==> config.mk <==
export PLATFORM = sky130hd
export DESIGN_NAME = ltl_nexttime_monitor
export DESIGN_NICKNAME = d
export VERILOG_FILES = /design/src/rtl/ltl_nt_pkg.sv /design/src/rtl/ltl_nt_sat_cnt.sv /design/src/rtl/ltl_nexttime_monitor.sv
export SDC_FILE = /design/constraint.sdc
export NUM_CORES = 1
export LEC_CHECK = 0
export BUFFER_PORTS_ARGS = -buffer_cell sky130_fd_sc_hd__buf_2
export CAP_MARGIN = 15
export CORE_UTILIZATION = 30
export DETAILED_ROUTE_END_ITERATION = 16
export SYNTH_ARGS = -nofsm -noshare
export SYNTH_HDL_FRONTEND = slang
export SYNTH_HIERARCHICAL = 1
export SYNTH_SLANG_ARGS = --single-unit
==> constraint.sdc <==
create_clock -name clk -period 3.8 [get_ports clk]
set_input_delay 0.76 -clock clk [delete_from_list [all_inputs] [get_ports clk]]
set_output_delay 0.76 -clock clk [all_outputs]
set_load 0.03 [all_outputs]
==> src/rtl/ltl_nt_pkg.sv <==
// Shared types and operator classification helpers for the nexttime monitor.
package ltl_nt_pkg;

   typedef enum logic [2:0] {
      OP_NT                = 3'd0,
      OP_S_NT              = 3'd1,
      OP_NT_ALWAYS         = 3'd2,
      OP_S_NT_ALWAYS       = 3'd3,
      OP_NT_S_EVENTUALLY   = 3'd4,
      OP_S_NT_S_EVENTUALLY = 3'd5
   } op_e;

   typedef enum logic [1:0] {
      ST_IDLE  = 2'd0,
      ST_WAIT  = 2'd1,
      ST_CHECK = 2'd2
   } state_e;

   // Encodings 6 and 7 carry no operator.
   function automatic logic is_valid_op(input logic [2:0] op);
      return op <= 3'd5;
   endfunction

   // Strong forms demand the target tick actually occurs.
   function automatic logic is_strong(input op_e op);
      return (op == OP_S_NT) || (op == OP_S_NT_ALWAYS) || (op == OP_S_NT_S_EVENTUALLY);
   endfunction

   function automatic logic is_always(input op_e op);
      return (op == OP_NT_ALWAYS) || (op == OP_S_NT_ALWAYS);
   endfunction

   function automatic logic is_eventually(input op_e op);
      return (op == OP_NT_S_EVENTUALLY) || (op == OP_S_NT_S_EVENTUALLY);
   endfunction

endpackage

==> src/rtl/ltl_nt_sat_cnt.sv <==
// Saturating up-counter; holds at all-ones.
module ltl_nt_sat_cnt #(
   parameter int unsigned W = 16
) (
   input  logic         clk,
   input  logic         rst_n,
   input  logic         inc,
   output logic [W-1:0] count
);

   // Count increments, stopping at the maximum value.
   always_ff @(posedge clk or negedge rst_n) begin
      if (!rst_n) begin
         count <= '0;
      end else if (inc && (count != '1)) begin
         count <= count + W'(1);
      end
   end

endmodule

==> src/rtl/ltl_nexttime_monitor.sv <==
// Runtime checker for nexttime / s_nexttime and their always / s_eventually
// compositions, one attempt at a time.
// Optional: define LTL_NT_DROP_CNT_EN to build the drop_cnt port and counter.
module ltl_nexttime_monitor
   import ltl_nt_pkg::*;
#(
   parameter int unsigned N_MAX = 8,
   parameter int unsigned CW    = $clog2(N_MAX + 1)
) (
   input  logic          clk,
   input  logic          rst_n,
   input  logic          tick,
   input  logic          start,
   input  logic [2:0]    cfg_op,
   input  logic [CW-1:0] cfg_n,
   input  logic          a,
   input  logic          eot,
   output logic          busy,
   output logic          pass,
   output logic          fail,
   output logic          drop
`ifdef LTL_NT_DROP_CNT_EN
   ,output logic [15:0]  drop_cnt
`endif
);

   state_e        state, state_d;
   op_e           op_q, op_d;
   logic [CW-1:0] cnt, cnt_d;
   logic          pass_d, fail_d, drop_d, busy_d;
   logic [CW-1:0] n_clamped;
   logic          accept;
   logic          eval;
   op_e           eval_op;

   assign n_clamped = (cfg_n > CW'(N_MAX)) ? CW'(N_MAX) : cfg_n;

   // A start at eot in IDLE cannot see any tick, so it is rejected like the others.
   assign accept = tick && start && (state == ST_IDLE) && is_valid_op(cfg_op) && !eot;

   // Next-state and result decision: the tick is processed first, then eot
   // resolves whatever attempt is still open after that tick.
   always_comb begin
      state_d = state;
      op_d    = op_q;
      cnt_d   = cnt;
      pass_d  = 1'b0;
      fail_d  = 1'b0;
      drop_d  = tick && start && !accept;
      eval    = 1'b0;
      eval_op = op_q;

      if (tick) begin
         case (state)
            ST_IDLE: begin
               if (accept) begin
                  op_d = op_e'(cfg_op);
                  if (n_clamped == '0) begin
                     eval    = 1'b1;
                     eval_op = op_e'(cfg_op);
                  end else begin
                     state_d = ST_WAIT;
                     cnt_d   = n_clamped;
                  end
               end
            end
            ST_WAIT: begin
               cnt_d = cnt - CW'(1);
               if (cnt == CW'(1)) begin
                  eval = 1'b1;
               end
            end
            ST_CHECK: begin
               if (is_always(op_q) && !a) begin
                  fail_d  = 1'b1;
                  state_d = ST_IDLE;
               end else if (is_eventually(op_q) && a) begin
                  pass_d  = 1'b1;
                  state_d = ST_IDLE;
               end
            end
            default: state_d = ST_IDLE;
         endcase
      end

      // Target-tick rule, shared by n=0 starts and the last WAIT tick.
      if (eval) begin
         if (is_always(eval_op)) begin
            if (a) begin
               state_d = ST_CHECK;
            end else begin
               fail_d  = 1'b1;
               state_d = ST_IDLE;
            end
         end else if (is_eventually(eval_op)) begin
            if (a) begin
               pass_d  = 1'b1;
               state_d = ST_IDLE;
            end else begin
               state_d = ST_CHECK;
            end
         end else begin
            pass_d  = a;
            fail_d  = !a;
            state_d = ST_IDLE;
         end
      end

      if (eot) begin
         case (state_d)
            ST_WAIT: begin
               pass_d  = !is_strong(op_d);
               fail_d  = is_strong(op_d);
               state_d = ST_IDLE;
            end
            ST_CHECK: begin
               pass_d  = is_always(op_d);
               fail_d  = !is_always(op_d);
               state_d = ST_IDLE;
            end
            default: ;
         endcase
      end

      busy_d = (state_d != ST_IDLE);
   end

   // State, counter, latched operator and registered result pulses.
   always_ff @(posedge clk or negedge rst_n) begin
      if (!rst_n) begin
         state <= ST_IDLE;
         op_q  <= OP_NT;
         cnt   <= '0;
         busy  <= 1'b0;
         pass  <= 1'b0;
         fail  <= 1'b0;
         drop  <= 1'b0;
      end else begin
         state <= state_d;
         op_q  <= op_d;
         cnt   <= cnt_d;
         busy  <= busy_d;
         pass  <= pass_d;
         fail  <= fail_d;
         drop  <= drop_d;
      end
   end

`ifdef LTL_NT_DROP_CNT_EN
   ltl_nt_sat_cnt #(
      .W(16)
   ) u_drop_cnt (
      .clk   (clk),
      .rst_n (rst_n),
      .inc   (drop_d),
      .count (drop_cnt)
   );
`endif

endmodule

Word level (Yosys, flattened, before mapping). Index checks and enable logic that the tools add are counted.

Reductions and logical operators: 25. Order comparisons: 2. $add $sub $neg: 1. Eq/ne operators: 19. Muxes and demuxes: 48.

Operator list (number): $mux 2 (12); $mux 1 (21); $mux 3 (7); $eq 3x2->1 const B (6); $eq 3x3->1 const B (5); $mux 4 (3); $pmux 4 s2 (1); $logic_and 1x1->1 (7); $logic_or 1x1->1 (7); $pmux 1 s2 (3); $pmux 2 s3 (1); $logic_not 1->1 (5); $eq 2x1->1 const B (2); $eq 2x2->1 const B (2); $eq 4x1->1 const B (1); $gt 4x4->1 const B (1); $logic_not 4->1 (1); $ne 2x2->1 const B (2); $reduce_and 4->1 (1); $reduce_bool 2->1 (2); $sub 4x1->4 const B (1); $eq 3x1->1 const B (1); $le 3x3->1 const B (1); $logic_not 2->1 (1); $reduce_or 2->1 (1).

Register bits: 13. Output and inout bits: 4.

Logic depth before layout (Yosys ltp). Gate-level depths: netlist of run 1.

Depth in word-level cells: 17. Mapped depth: 11. Mapped depth without buffers: 11.

Worst setup path before layout of run 1. No wires, ideal clock.

Path kind: input to register. Start point: input cfg_n[0]. End point: register fail. Required time: 3718 ps. Slack: 1061 ps. Stages: 9. Arrival time: 2657 ps. Cell sequence: or4_4 nor3_2 mux2i_1 o31a_1 inv_1 ha_1 nor2b_1 a221oi_1 a31oi_1.

Cells in the longest elaborated chain, start to end: 15. Elaborated cells between the ends (all ways): 31. Classes of those cells: order compare: 1; eq/ne: 6; mux: 21; reduce/logical: 3.

RTL lines: start: declaration (line ltl_nexttime_monitor.sv:15) `input logic [CW-1:0] cfg_n,`; $gt 4x4->1 (line ltl_nexttime_monitor.sv:36) `assign n_clamped = (cfg_n > CW'(N_MAX)) ? CW'(N_MAX) : cfg_n;`; $mux 4 * (line ltl_nexttime_monitor.sv:36); $logic_not 4->1 * (line ltl_nexttime_monitor.sv:58) `if (n_clamped == '0) begin`; $mux 3 (line ltl_nexttime_monitor.sv:58); $mux 3 (line ltl_nexttime_monitor.sv:56) `if (accept) begin`; $mux 3 (line ltl_nexttime_monitor.sv:54) `case (state)`; $mux 3 (line ltl_nexttime_monitor.sv:53) `if (tick) begin`; $eq 3x3->1 (line ltl_nt_pkg.sv:34) `return (op == OP_NT_S_EVENTUALLY) || (op == OP_S_NT_S_EVENTUALLY);`; $logic_or 1x1->1 (line ltl_nt_pkg.sv:34); $mux 2 (line ltl_nexttime_monitor.sv:95) `end else if (is_eventually(eval_op)) begin`; $mux 2 (line ltl_nexttime_monitor.sv:88) `if (is_always(eval_op)) begin`; $mux 2 (line ltl_nexttime_monitor.sv:87) `if (eval) begin`; $eq 2x2->1 / $eq 2x1->1 (equally long branches) (line ltl_nexttime_monitor.sv:110) `case (state_d)`; $pmux 1 s2 (line ltl_nexttime_monitor.sv:110); $mux 1 * (line ltl_nexttime_monitor.sv:109) `if (eot) begin`; via fail_d (line ltl_nexttime_monitor.sv:30) `logic pass_d, fail_d, drop_d, busy_d;`; end signal: assignment (line ltl_nexttime_monitor.sv:144) `fail <= fail_d;`; end: declaration (line ltl_nexttime_monitor.sv:20) `output logic fail,`.

The timed path passes the listed nets; every way through them passes the cells marked *. A chain may end at the register's enable or synchronous reset.

Worst setup path in the final report of run 1. Same ends and word-level chain as after synthesis.

==> results by group, run 1 <==
Synth
  – Synth top cells by count: 13 x sky130_fd_sc_hd__dfrtp_1, 12 x sky130_fd_sc_hd__nand2_1, 8 x sky130_fd_sc_hd__inv_1, 8 x sky130_fd_sc_hd__nor2_1, 6 x sky130_fd_sc_hd__o21ai_0
  – Post-synth EDFFs: 0
  – Number of register bits inferred by synthesis: 13
  – Main flop type after synthesis: sky130_fd_sc_hd__dfrtp_1
  – Net count after synthesis: 126
  – Mean post-synth cell area: 8.700 um^2
  – Synth warn: 6
  – Post-synthesis cell count: 108
  – Dominant cell type by area after synthesis: sky130_fd_sc_hd__dfrtp_1
  – Count leader, synth: sky130_fd_sc_hd__dfrtp_1
  – Share of async-settable or async-resettable flops after synthesis: 100.0%
  – Synth cell types: 40
  – Post-Synthesis Cell Area: 939.7 um^2
  – Fraction of post-synthesis cell area in the top cell type by area: 34.62%
  – Top cells by area in the synthesized netlist: sky130_fd_sc_hd__dfrtp_1 35%, sky130_fd_sc_hd__ha_1 6.7%, sky130_fd_sc_hd__nand2_1 4.8%, sky130_fd_sc_hd__mux2i_1 3.2%, sky130_fd_sc_hd__o21ai_0 3.2%
  – Seq/Total Area, Yosys: 34.62%

Placed design
  – DP Cell Count: 153
  – Half-perimeter wire length of the detailed placement result: 1.697 mm
  – Weighted congestion reported at the end of routability-driven placement: 0.8495
  – Count of buffers inserted at the top-level ports: 16

Route
  – Detailed Route WL: 2.185 mm
  – Iteration count of the initial detailed-routing pass: 10
  – Wire per inst: 13.92 um
  – DRC Markers: 2
  – Vias per std cell: 5.433
  – Post-route ant nets: 0
  – Vias: 853
  – DRC marker count from the first detailed-route iteration: 29

Worst setup path
  – Signal arrival time at the worst endpoint: 3.05 ns
  – Startpoint type of the worst setup path: input pin
  – CP Class: input pin to flip-flop
  – Type of element capturing the critical path: flip-flop
  – Crit Path Max Fanout: 4
  – Required @ worst endpoint: 4.00 ns

Timing
  – Max-slew headroom: 61.02%
  – Unrepaired setup endpoints after global routing: no
  – Period utilisation layout: 74.82%
  – Post-route clock skew: 0.01013 ns
  – Min Hold Slack: 0.3622 ns
  – Max Fclk: 351.7 MHz
  – Accumulated negative setup slack: 0 ns
  – Shortest period the worst path allows: 2.843 ns
  – Slew Limit Fails: 0
  – Transition time at the pin with the least slew margin: 0.5808 ns
  – Final hold violation count: 0
  – Finish-stage setup viols: 0

CTS
  – Hold buffer count at cts: 0
  – Clock buffer count from CTS: 3
  – Clock tree from TritonCTS: done
  – Number of sinks driven by the clock tree: 13
  – Clock Path Buffers: 2
  – Number of post-CTS setup repair buffers: 0
  – Depth of the CTS H-tree: 1
  – Skew-Pair Late Insertion Delay: 0.28 ns
  – CTS Root Buffer Type: sky130_fd_sc_hd__clkbuf_4
  – Clock edge transition at the registers on the reported setup and hold paths: 0.09 ns
  – Number of instances resized during post-cts repair: 0

Global route
  – Maximum number of pins on one net before global-route repair: 14
  – Number of antenna violations at the first check in global routing: 0
  – Gr usage total: 14.29%
  – Via count of the first global-routing pass: 825
  – Grt total ovfl: 0
  – Wire length of the first global-routing pass: 3.677 mm

Cells and area
  – Number of nets at the end of the flow: 145
  – Diode count: 0
  – Core Util, Final: 37.46%
  – Post-layout instance count excluding filler cells: 157
  – Synth-to-Final Area Change: 13.71%
  – Share of final-layout standard cells stronger than drive strength 1: 20.63%

Pwr
  – Sequential group share of total power: 46.4%
  – Comb power frac: 33.4%
  – Proportion of total power due to net switching: 37.72%
  – Max IR drop VDD: 0.1838 mV
  – Net switching power figure: 164.9 uW
  – P per Cell Area: 409.2 nW/um^2
  – Leakage dissipation: 0.0004983 uW
  – Internal power: 272.3 uW
  – Clock power share: 20.2%

Run status
  – Violated checks: design-rule violations
  – Run status: complete, but fails checks

Flow run
  – Max-Cap Viols: 0

Floorplanning
  – Standard-cell row count: 19
  – Ports placed on the boundary: 17
  – Y dimension of the die: 57.97 um
  – Core area: 2853 um^2
  – Die extent in x: 57.97 um
  – Starting density of the core: 32.94%
  – Die area: 3360 um^2

Worst hold path
  – Path class of the lowest-slack min-delay path: input pin to asynchronous set/reset pin
==> kinds of logic (layout without fill, tap and decap cells) <==
family                   count (synthesis)  count (layout)  share of synthesized area [%]
AO/OA/AOI/OAI                           32              32                          23.84
adder cells (fa/ha/maj)                  5               5                          6.658
buffers and inverters                   10              28                          4.926
flip-flops                              13              13                          34.62
multiplexers                             3               3                          3.196
AND/OR/NAND/NOR                         45              45                          26.76
==> cell usage in the layout (no fill, tap or decap), types with 2 or more instances in the layout <==
| cell type | instances |
|---|---|
| sky130_fd_sc_hd__a211oi_1 | 2 |
| sky130_fd_sc_hd__a21oi_1 | 4 |
| sky130_fd_sc_hd__a221oi_1 | 2 |
| sky130_fd_sc_hd__a311oi_1 | 2 |
| sky130_fd_sc_hd__a31oi_1 | 3 |
| sky130_fd_sc_hd__and2_1 | 2 |
| sky130_fd_sc_hd__and3b_1 | 2 |
| sky130_fd_sc_hd__buf_2 | 16 |
| sky130_fd_sc_hd__clkbuf_4 | 3 |
| sky130_fd_sc_hd__dfrtp_1 | 13 |
| sky130_fd_sc_hd__ha_1 | 5 |
| sky130_fd_sc_hd__inv_1 | 8 |
| sky130_fd_sc_hd__mux2i_1 | 3 |
| sky130_fd_sc_hd__nand2_1 | 12 |
| sky130_fd_sc_hd__nand3_1 | 2 |
| sky130_fd_sc_hd__nand3b_1 | 2 |
| sky130_fd_sc_hd__nor2_1 | 8 |
| sky130_fd_sc_hd__nor2b_1 | 2 |
| sky130_fd_sc_hd__nor3_1 | 2 |
| sky130_fd_sc_hd__nor3b_1 | 2 |
| sky130_fd_sc_hd__nor4_1 | 2 |
| sky130_fd_sc_hd__o21a_1 | 2 |
| sky130_fd_sc_hd__o21ai_0 | 6 |
| sky130_fd_sc_hd__o21ai_1 | 2 |
| sky130_fd_sc_hd__o31ai_1 | 2 |
| sky130_fd_sc_hd__or2b_1 | 2 |
==> layer usage <==
metal,vias to the layer above,global-route usage [%],part of all wire [%]
li1,430,-,-
met1,396,19.89,48
met2,23,21.51,45
met3,4,4.018,6.0
met4,0,4.422,0.87
met5,-,0,0
==> flip-flops by register name, summed over array words and instances (netlist names) <==
register	flops
busy	1
state	2
fail	1
op_q	3
drop	1
cnt	4
pass	1
==> power by group through the flow <==
stage | registers, uW | logic [uW] | clock network, uW
after floorplan | 203 | 104 | 0
after global placement | 203 | 143 | 0
after detailed placement | 205 | 147 | 0
after CTS | 202 | 148 | 91.9
after global routing | 207 | 167 | 102
final | 203 | 146 | 88.4
==> worst max-delay path, cell delays in order <==
cell                       delay [ns]
sky130_fd_sc_hd__buf_2           0.11
sky130_fd_sc_hd__or4_4           0.56
sky130_fd_sc_hd__nor3_2          0.18
sky130_fd_sc_hd__mux2i_1         0.34
sky130_fd_sc_hd__o31a_1          0.26
sky130_fd_sc_hd__inv_1           0.08
sky130_fd_sc_hd__ha_1            0.27
sky130_fd_sc_hd__nor2b_1         0.23
sky130_fd_sc_hd__a221oi_1        0.08
sky130_fd_sc_hd__a31oi_1         0.17
==> final cells by class <==
class	count	area [um^2]
repair buffers	16	80.08
well taps	31	38.79
inverters	8	30.03
multi-input cells	85	568.0
flip-flops and latches	13	325.3
clock buffers	4	26.28
fillers	297	1784
==> path summary, 6_finish.rpt <==
| kind | to | from | slack (ns) | cells after the start |
|---|---|---|---|---|
| setup / recovery | fail$_DFF_PN0_ | cfg_n[0] | 0.96 | 10 |
| hold / removal | fail$_DFF_PN0_ | rst_n | 0.36 | 1 |
| setup reg to reg | fail$_DFF_PN0_ | state[0]$_DFF_PN0_ | 1.20 | 9 |
| hold reg to reg | op_q[0]$_DFF_PN0_ | op_q[0]$_DFF_PN0_ | 0.48 | 2 |
| max in group asynchronous | state[0]$_DFF_PN0_ | rst_n | 3.19 | 1 |
| min in group clk | op_q[0]$_DFF_PN0_ | op_q[0]$_DFF_PN0_ | 0.48 | 2 |
==> through the flow <==
stage	instance area, um^2	total power, uW	setup slack (ns)
3_5_place_dp	1042	351.9	0.6747
4_1_cts	1069	442.3	0.9667
3_3_place_gp	1042	345.6	0.7152
2_1_floorplan	939.7	306.6	1.061
5_1_grt	1069	475.6	0.7931
6_report	1069	437.3	0.9570
No activity file was read; power rests on OpenSTA's default activity.
==> run 2, diff against run 1 <==
--- a/config.mk
+++ b/config.mk
@@ -5,6 +5,7 @@
 export SDC_FILE = /design/constraint.sdc
 export NUM_CORES = 1
 export LEC_CHECK = 0
+export ABC_AREA = 1
 export BUFFER_PORTS_ARGS = -buffer_cell sky130_fd_sc_hd__buf_2
 export CAP_MARGIN = 15
 export CORE_UTILIZATION = 30
==> constraint.sdc (replaced) <==
create_clock -name clk -period 2.4 [get_ports clk]
set_input_delay 0.48 -clock clk [delete_from_list [all_inputs] [get_ports clk]]
set_output_delay 0.48 -clock clk [all_outputs]
set_load 0.03 [all_outputs]
==> run 2 against run 1 <==
Net effect:
- the run still ends with design-rule violations left
- critical path type is now flip-flop to flip-flop
- via count rose by 5.3%
- total power rose by 45%
- largest cell class unchanged
- highest routed layer unchanged
- sequential power rose by 41%
- flip-flop and latch count did not move
- sequential share of layout area fell by 0.76 points
- worst hold slack got worse by 0.29 ns
==> results by group, run 2 <==
Run status
  – Run status: complete, but fails checks
  – Violated checks: design-rule violations

Synth
  – Synth cell types: 20 (-50%)
  – Fraction of post-synthesis cell area in the top cell type by area: 34.76% (+0.14 points)
  – Post-Synthesis Cell Area: 935.9 um^2 (-0.40%)
  – Post-synth EDFFs: 0 (unchanged)
  – Post-synthesis cell count: 136 (+26%)
  – Synth warn: 6 (unchanged)
  – Dominant cell type by area after synthesis: sky130_fd_sc_hd__dfrtp_1
  – Count leader, synth: sky130_fd_sc_hd__nand2_1
  – Number of register bits inferred by synthesis: 13 (unchanged)
  – Main flop type after synthesis: sky130_fd_sc_hd__dfrtp_1
  – Net count after synthesis: 154 (+22%)
  – Synth top cells by count: 43 x sky130_fd_sc_hd__nand2_1, 19 x sky130_fd_sc_hd__inv_1, 17 x sky130_fd_sc_hd__nand3_1, 13 x sky130_fd_sc_hd__dfrtp_1, 9 x sky130_fd_sc_hd__o21ai_0
  – Share of async-settable or async-resettable flops after synthesis: 100.0% (unchanged)
  – Seq/Total Area, Yosys: 34.76% (+0.14 points)
  – Top cells by area in the synthesized netlist: sky130_fd_sc_hd__dfrtp_1 35%, sky130_fd_sc_hd__nand2_1 17%, sky130_fd_sc_hd__nand3_1 9.1%, sky130_fd_sc_hd__inv_1 7.6%, sky130_fd_sc_hd__ha_1 6.7%
  – Mean post-synth cell area: 6.882 um^2 (-21%)

Timing
  – Finish-stage setup viols: 0 (unchanged)
  – Accumulated negative setup slack: 0 ns (unchanged)
  – Max Fclk: 467.0 MHz
  – Slew Limit Fails: 0 (unchanged)
  – Transition time at the pin with the least slew margin: 0.3074 ns (-0.2734 ns)
  – Min Hold Slack: 0.07661 ns (-0.2856 ns)
  – Max-slew headroom: 79.51% (+18 points)
  – Final hold violation count: 0 (unchanged)
  – Shortest period the worst path allows: 2.141 ns
  – Smallest setup slack after layout: 0.2588 ns (-0.6982 ns)
  – Post-route clock skew: 0.001971 ns (-0.008158 ns)
  – Unrepaired setup endpoints after global routing: no
  – Period utilisation layout: 89.22%

Worst setup path
  – Critical register-to-register path endpoint: fail$_DFF_PN0_
  – Worst r2r path cells: 16 (+7)
  – Signal arrival time at the worst endpoint: 2.36 ns (-0.69 ns)
  – Required @ worst endpoint: 2.62 ns (-1.38 ns)
  – R2r setup slk: 0.26 ns (-0.94 ns)
  – Slowest CP cell: sky130_fd_sc_hd__dfrtp_1
  – Startpoint type of the worst setup path: flip-flop
  – Category of cells accounting for the largest share of critical-path delay: simple AND/OR/NAND/NOR gates
  – Type of element capturing the critical path: flip-flop
  – FF-to-FF Start: state[0]$_DFF_PN0_
  – Capture point of the critical path: fail$_DFF_PN0_
  – Cell breakdown of the critical path: nor2_1 > nand2_1 > nor2_4 > nand2_1 > nand2_1 > nand2_1 > nor2_1 > nand2_1 > nand3_1 > inv_1 > ha_1 > nor2_2 > inv_1 > nand3_1 > nand2_1 > inv_1
  – Number of cells on the critical path: 16 (+6)
  – CP Class: flip-flop to flip-flop
  – Worst path bufs/invs: 3 (+1)
  – Crit Path Max Fanout: 5 (+1)
  – Worst setup path startpoint: state[0]$_DFF_PN0_
  – Largest incremental delay on the critical path: 0.42 ns (-0.14 ns)
  – Most frequent CP cell: sky130_fd_sc_hd__nand2_1

Route
  – Iteration count of the initial detailed-routing pass: 10 (unchanged)
  – Vias: 898 (+5.3%)
  – Wire per inst: 10.05 um (-28%)
  – Post-route ant nets: 0 (unchanged)
  – DRC Markers: 1 (-1)
  – Detailed Route WL: 1.899 mm (-13%)
  – Vias per std cell: 4.751 (-13%)
  – DRC marker count from the first detailed-route iteration: 38 (+31%)

Cells and area
  – Number of fillers in the final layout: 308 (+3.7%)
  – Multi-input combinational cell area: 511.7 um^2 (-9.9%)
  – Largest registers in the final layout: cnt (4), op_q (3), state (2)
  – Top library cells by usage in the layout, fill and taps aside: 43 x sky130_fd_sc_hd__nand2_1, 19 x sky130_fd_sc_hd__inv_1, 17 x sky130_fd_sc_hd__nand3_1, 16 x sky130_fd_sc_hd__buf_2, 13 x sky130_fd_sc_hd__dfrtp_1
  – Synth-to-Final Area Change: 17.11%
  – Most flop-heavy register: cnt
  – Max FFs per register: 4 (unchanged)
  – Sequential cell area: 325.3 um^2 (unchanged)
  – Diode count: 0 (unchanged)
  – Share of final-layout standard cells stronger than drive strength 1: 22.78% (+2.1 points)
  – Total non-filler cell area in the finished layout: 1096 um^2 (+2.6%)
  – Post-layout instance count excluding filler cells: 189 (+20%)
  – Most common cell after layout, fill and taps aside: sky130_fd_sc_hd__nand2_1
  – Number of nets at the end of the flow: 177 (+22%)

CTS
  – CTS Root Buffer Type: sky130_fd_sc_hd__clkbuf_4
  – Depth of the CTS H-tree: 1 (unchanged)
  – Hold buffer count at cts: 0 (unchanged)
  – Number of instances resized during post-cts repair: 0 (unchanged)
  – Clock buffer count from CTS: 3 (unchanged)
  – Clock Path Buffers: 2 (unchanged)
  – Number of sinks driven by the clock tree: 13 (unchanged)
  – Clock tree from TritonCTS: done
  – Clock edge transition at the registers on the reported setup and hold paths: 0.08 ns (about the same)
  – Number of post-CTS setup repair buffers: 0 (unchanged)
  – Skew-Pair Late Insertion Delay: 0.27 ns (about the same)

Placed design
  – DP Area: 1066 um^2 (+2.3%)
  – Weighted congestion reported at the end of routability-driven placement: 0.8551 (+0.66%)
  – Half-perimeter wire length of the detailed placement result: 1.620 mm (-4.5%)
  – Worst slack at placement: 0.07825 ns (-0.5965 ns)
  – Count of buffers inserted at the top-level ports: 16 (unchanged)
  – DP Cell Count: 185 (+21%)

Floorplanning
  – Die extent in x: 57.86 um (-0.19%)
  – Core area: 2853 um^2 (unchanged)
  – Die area: 3347 um^2 (-0.38%)
  – Standard-cell row count: 19 (unchanged)
  – Ports placed on the boundary: 17 (unchanged)
  – Starting density of the core: 32.81% (-0.13 points)
  – Y dimension of the die: 57.86 um (-0.19%)

Pwr
  – Leakage dissipation: 0.0006213 uW (+25%)
  – Max IR drop VDD: 0.2225 mV (+21%)
  – P per Cell Area: 580.2 nW/um^2 (+42%)

Worst hold path
  – Path class of the lowest-slack min-delay path: input pin to asynchronous set/reset pin

Global route
  – Grt total ovfl: 0 (unchanged)
  – Via count of the first global-routing pass: 816 (-1.1%)
  – Number of antenna violations at the first check in global routing: 0 (unchanged)
  – Maximum number of pins on one net before global-route repair: 14 (unchanged)
  – Gr usage total: 12.49% (-1.8 points)
  – Wire length of the first global-routing pass: 3.174 mm (-14%)

Flow run
  – Max-Cap Viols: 0 (unchanged)
[run 2: final cells by class]
class	instances	share of cell area [%]
inverters	24	8.219
flip-flops and latches	13	29.68
clock buffers	3	2.055
clock inverters	1	0.4566
multi-input cells	98	46.69
repair buffers	19	9.361
well taps	31	3.539
[run 2: worst min path at each step]
stage | slack, ns | to | startpoint | depth (start not counted)
5_1_grt | 0.08 | cnt[3]$_DFFE_PN0P_ | rst_n | 1
2_1_floorplan | 0.18 | busy$_DFF_PN0_ | rst_n | 0
6_report | 0.08 | op_q[2]$_DFF_PN0_ | rst_n | 1
3_5_place_dp | 0.39 | op_q[2]$_DFF_PN0_ | rst_n | 1
4_1_cts | 0.08 | cnt[3]$_DFFE_PN0P_ | rst_n | 1
3_3_place_gp | 0.38 | op_q[1]$_DFF_PN0_ | rst_n | 1
[run 2: power by group]
| group | leakage, uW | switching [uW] | internal (uW) |
|---|---|---|---|
| Combinational | 0.000435 | 133 | 82.9 |
| Sequential | 0.000169 | 27.9 | 258 |
| Clock | 0.0000177 | 72.1 | 61.7 |
| Total | 0.000621 | 233 | 403 |
[run 2: per-layer routing]
layer | wire (um) | global-route usage [%] | up-vias
met1 | 912 | 15.80 | 403
met3 | 74 | 1.786 | 2
met4 | 10 | 8.503 | 0
met2 | 902 | 19.70 | 17
met5 | 0 | 0 | -
li1 | - | - | 476
[run 2: cells by family (layout without fill, tap and decap cells)]
kind of cell | count (synthesis) | after routing | synth area share [%]
AOI/OAI and AO/OA | 14 | 14 | 9.359
xor gates and xnor gates | 2 | 2 | 1.872
adders and majority gates | 5 | 5 | 6.684
buffers and inverters | 25 | 47 | 10.83
DFF | 13 | 13 | 34.76
and+or+nand+nor | 77 | 77 | 36.50
[run 2: worst reg2reg max path, stage by stage (launching register included)]
cell	delay [ns]
sky130_fd_sc_hd__dfrtp_1	0.42
sky130_fd_sc_hd__nor2_1	0.12
sky130_fd_sc_hd__nand2_1	0.09
sky130_fd_sc_hd__nor2_4	0.11
sky130_fd_sc_hd__nand2_1	0.12
sky130_fd_sc_hd__nand2_1	0.08
sky130_fd_sc_hd__nand2_1	0.09
sky130_fd_sc_hd__nor2_1	0.10
sky130_fd_sc_hd__nand2_1	0.09
sky130_fd_sc_hd__nand3_1	0.11
sky130_fd_sc_hd__inv_1	0.06
sky130_fd_sc_hd__ha_1	0.28
sky130_fd_sc_hd__nor2_2	0.15
sky130_fd_sc_hd__inv_1	0.07
sky130_fd_sc_hd__nand3_1	0.09
sky130_fd_sc_hd__nand2_1	0.06
sky130_fd_sc_hd__inv_1	0.04
[run 2: stage by stage]
| step | util [%] | total power [uW] |
|---|---|---|
| after floorplan | - | 443.0 |
| after global placement | 37.37 | 501.0 |
| after detailed placement | 37.37 | 507.4 |
| after CTS | 38.33 | 643.2 |
| after global routing | 38.42 | 690.7 |
| final | 38.42 | 635.9 |
==> run 3, diff against run 2 <==
--- a/config.mk
+++ b/config.mk
@@ -10,6 +10,7 @@
 export CAP_MARGIN = 15
 export CORE_UTILIZATION = 30
 export DETAILED_ROUTE_END_ITERATION = 16
+export PLACE_DENSITY = 0.54
 export SYNTH_ARGS = -nofsm -noshare
 export SYNTH_HDL_FRONTEND = slang
 export SYNTH_HIERARCHICAL = 1
==> run 3 against run 2 <==
Net effect:
- the run still ends with design-rule violations left
- combinational power up 4%
- routed wire length up 4.3%
- sequential power about the same
- clock-buffer cell count unchanged
- sequential share of layout area down 0.76 points
- via count down 1.8%
- first-iteration DRC count down 32%
- final cell count up 0.53%
- core utilization up 1.0 points
- clock power about the same
- critical path depth unchanged
- register-to-register slack better by 0.04 ns
- largest cell class unchanged
==> results by group, run 3 (synthesis results as in run 2) <==
Worst hold path
  – Path class of the lowest-slack min-delay path: input pin to asynchronous set/reset pin

Timing
  – Period utilisation layout: 87.46% (-1.8 points)
  – Min Hold Slack: 0.07438 ns (-0.002233 ns)
  – Post-route clock skew: 0.003703 ns (+0.001731 ns)
  – Unrepaired setup endpoints after global routing: no
  – Accumulated negative setup slack: 0 ns (unchanged)
  – Finish-stage setup viols: 0 (unchanged)
  – Slew Limit Fails: 0 (unchanged)
  – Final hold violation count: 0 (unchanged)
  – Max Fclk: 476.4 MHz (+2.0%)
  – Max-slew headroom: 76.85% (-2.7 points)
  – Shortest period the worst path allows: 2.099 ns (-0.04211 ns)
  – Transition time at the pin with the least slew margin: 0.3436 ns (+0.03622 ns)

Route
  – Vias: 882 (-1.8%)
  – Detailed Route WL: 1.981 mm (+4.3%)
  – Post-route ant nets: 0 (unchanged)
  – DRC marker count from the first detailed-route iteration: 26 (-32%)
  – Vias per std cell: 4.642 (-2.3%)
  – Wire per inst: 10.43 um (+3.8%)
  – DRC Markers: 1 (unchanged)
  – Iteration count of the initial detailed-routing pass: 10 (unchanged)

Cells and area
  – Most flop-heavy register: cnt
  – Most common cell after layout, fill and taps aside: sky130_fd_sc_hd__nand2_1
  – Max FFs per register: 4 (unchanged)
  – Share of final-layout standard cells stronger than drive strength 1: 25.16% (+2.4 points)
  – Synth-to-Final Area Change: 20.19%
  – Number of nets at the end of the flow: 178 (+0.56%)
  – Diode count: 0 (unchanged)
  – Top library cells by usage in the layout, fill and taps aside: 42 x sky130_fd_sc_hd__nand2_1, 19 x sky130_fd_sc_hd__inv_1, 16 x sky130_fd_sc_hd__buf_2, 15 x sky130_fd_sc_hd__nand3_1, 13 x sky130_fd_sc_hd__dfrtp_1
  – Largest registers in the final layout: cnt (4), op_q (3), state (2)

Global route
  – Met1 capacity usage during global routing: 17.56% (+1.8 points)
  – Gr usage total: 13.41% (+0.91 points)
  – Via count of the first global-routing pass: 838 (+2.7%)
  – Maximum number of pins on one net before global-route repair: 14 (unchanged)
  – Layer with the highest usage: met2
  – Grt total ovfl: 0 (unchanged)
  – Met2 demand-to-capacity share in global routing: 20.20% (+0.49 points)
  – Fraction of met3 tracks used by global routing: 4.018% (+2.2 points)
  – Wire length of the first global-routing pass: 3.401 mm (+7.2%)
  – Number of antenna violations at the first check in global routing: 0 (unchanged)

Floorplanning
  – Core area: 2853 um^2 (unchanged)
  – Ports placed on the boundary: 17 (unchanged)
  – Y dimension of the die: 57.86 um (unchanged)
  – Die area: 3347 um^2 (unchanged)
  – Standard-cell row count: 19 (unchanged)
  – Starting density of the core: 32.81% (unchanged)
  – Die extent in x: 57.86 um (unchanged)

Pwr
  – Max IR drop VDD: 0.1761 mV (-21%)
  – Sequential group share of total power: 44.5% (-0.5 points)
  – Leakage dissipation: 0.0006284 uW (+1.1%)
  – Internal power: 406.2 uW (+0.84%)
  – P per Cell Area: 568.8 nW/um^2 (-2.0%)
  – Clock power share: 20.6% (-0.4 points)
  – Net switching power figure: 233.6 uW (+0.22%)
  – Comb power frac: 35.0% (+1.0 points)
  – Proportion of total power due to net switching: 36.51% (-0.14 points)

CTS
  – Clock Path Buffers: 2 (unchanged)
  – Hold buffer count at cts: 0 (unchanged)
  – Depth of the CTS H-tree: 1 (unchanged)
  – Number of sinks driven by the clock tree: 13 (unchanged)
  – Skew-Pair Late Insertion Delay: 0.27 ns (about the same)
  – Clock buffer count from CTS: 3 (unchanged)
  – Clock edge transition at the registers on the reported setup and hold paths: 0.08 ns (about the same)
  – CTS Root Buffer Type: sky130_fd_sc_hd__clkbuf_4
  – Clock tree from TritonCTS: done

Worst setup path
  – Signal arrival time at the worst endpoint: 2.32 ns (-0.04 ns)
  – CP Class: flip-flop to flip-flop
  – Startpoint type of the worst setup path: flip-flop
  – Crit Path Max Fanout: 5 (unchanged)
  – Type of element capturing the critical path: flip-flop
  – Required @ worst endpoint: 2.62 ns (about the same)

Run status
  – Violated checks: design-rule violations
  – Run status: complete, but fails checks

Placed design
  – Weighted congestion reported at the end of routability-driven placement: 0.8649 (+1.1%)
  – Half-perimeter wire length of the detailed placement result: 1.643 mm (+1.4%)
  – Count of buffers inserted at the top-level ports: 16 (unchanged)

Flow run
  – Max-Cap Viols: 0 (unchanged)
## run 3: changes by cell type in the layout (fill, tap and decap cells not counted), sizes merged
cell  delta
buf      +1
## run 3: timing repair
action                                  CTS  global route
resized for setup                         0             6
endpoints found under the hold margin     0             0
buffers inserted                          0             1
endpoints found under the setup margin    0             2
## run 3: power by group through the flow
| stage | clock network, uW | logic [uW] | registers, uW |
|---|---|---|---|
| floorplan | 0 | 151 | 292 |
| global placement | 0 | 212 | 288 |
| detailed placement | 0 | 218 | 290 |
| CTS | 142 | 219 | 285 |
| global route | 151 | 260 | 294 |
| finish | 132 | 224 | 285 |
## run 3: critical path, cell delays in order (launching register included)
cell	delay, ns
sky130_fd_sc_hd__dfrtp_1	0.42
sky130_fd_sc_hd__nor2_1	0.12
sky130_fd_sc_hd__nand2_1	0.09
sky130_fd_sc_hd__nor2_4	0.10
sky130_fd_sc_hd__nand2_1	0.12
sky130_fd_sc_hd__nand2_1	0.08
sky130_fd_sc_hd__nand2_1	0.10
sky130_fd_sc_hd__nor2_1	0.13
sky130_fd_sc_hd__nand2_2	0.09
sky130_fd_sc_hd__nand3_2	0.09
sky130_fd_sc_hd__inv_1	0.06
sky130_fd_sc_hd__ha_1	0.30
sky130_fd_sc_hd__nor2_4	0.13
sky130_fd_sc_hd__inv_1	0.06
sky130_fd_sc_hd__nand3_1	0.08
sky130_fd_sc_hd__nand2_1	0.05
sky130_fd_sc_hd__inv_1	0.04
## run 3: final timing paths
path | from | end | slack (ns) | depth (start not counted)
setup / recovery | state[0]$_DFF_PN0_ | fail$_DFF_PN0_ | 0.30 | 16
hold / removal | rst_n | op_q[1]$_DFF_PN0_ | 0.07 | 1
setup reg to reg | state[0]$_DFF_PN0_ | fail$_DFF_PN0_ | 0.30 | 16
hold reg to reg | op_q[0]$_DFF_PN0_ | op_q[0]$_DFF_PN0_ | 0.51 | 2
max in group asynchronous | rst_n | cnt[3]$_DFFE_PN0P_ | 2.10 | 1
min in group clk | start | drop$_DFF_PN0_ | 0.45 | 3
## run 3: cell type report
type	instances	area [um^2]
multi-input cells	98	529.3
repair buffers	20	113.9
clock inverters	1	5.005
flip-flops and latches	13	325.3
well taps	31	38.79
inverters	24	90.09
fillers	298	1728
clock buffers	3	22.52
## run 3: metal layers
metal  vias up  part of all wire, %  wire [um]
met1       384                   49        979
li1        476                    -          -
met4         0                 0.86         17
met2        20                   43        861
met3         2                  6.2        122
met5         -                    0          0
## run 3: metrics by stage
stage	area, um^2	instances	total power, uW	utilization [%]	worst slack [ns]
final	1125	190	639.8	39.43	0.3009
after detailed placement	1066	185	507.8	37.37	0.04009
after CTS	1094	189	645.8	38.33	0.2007
after global placement	1066	185	500.2	37.37	0.04504
after floorplan	935.9	136	443.0	-	0.3628
after global routing	1125	190	704.3	39.43	0.01330
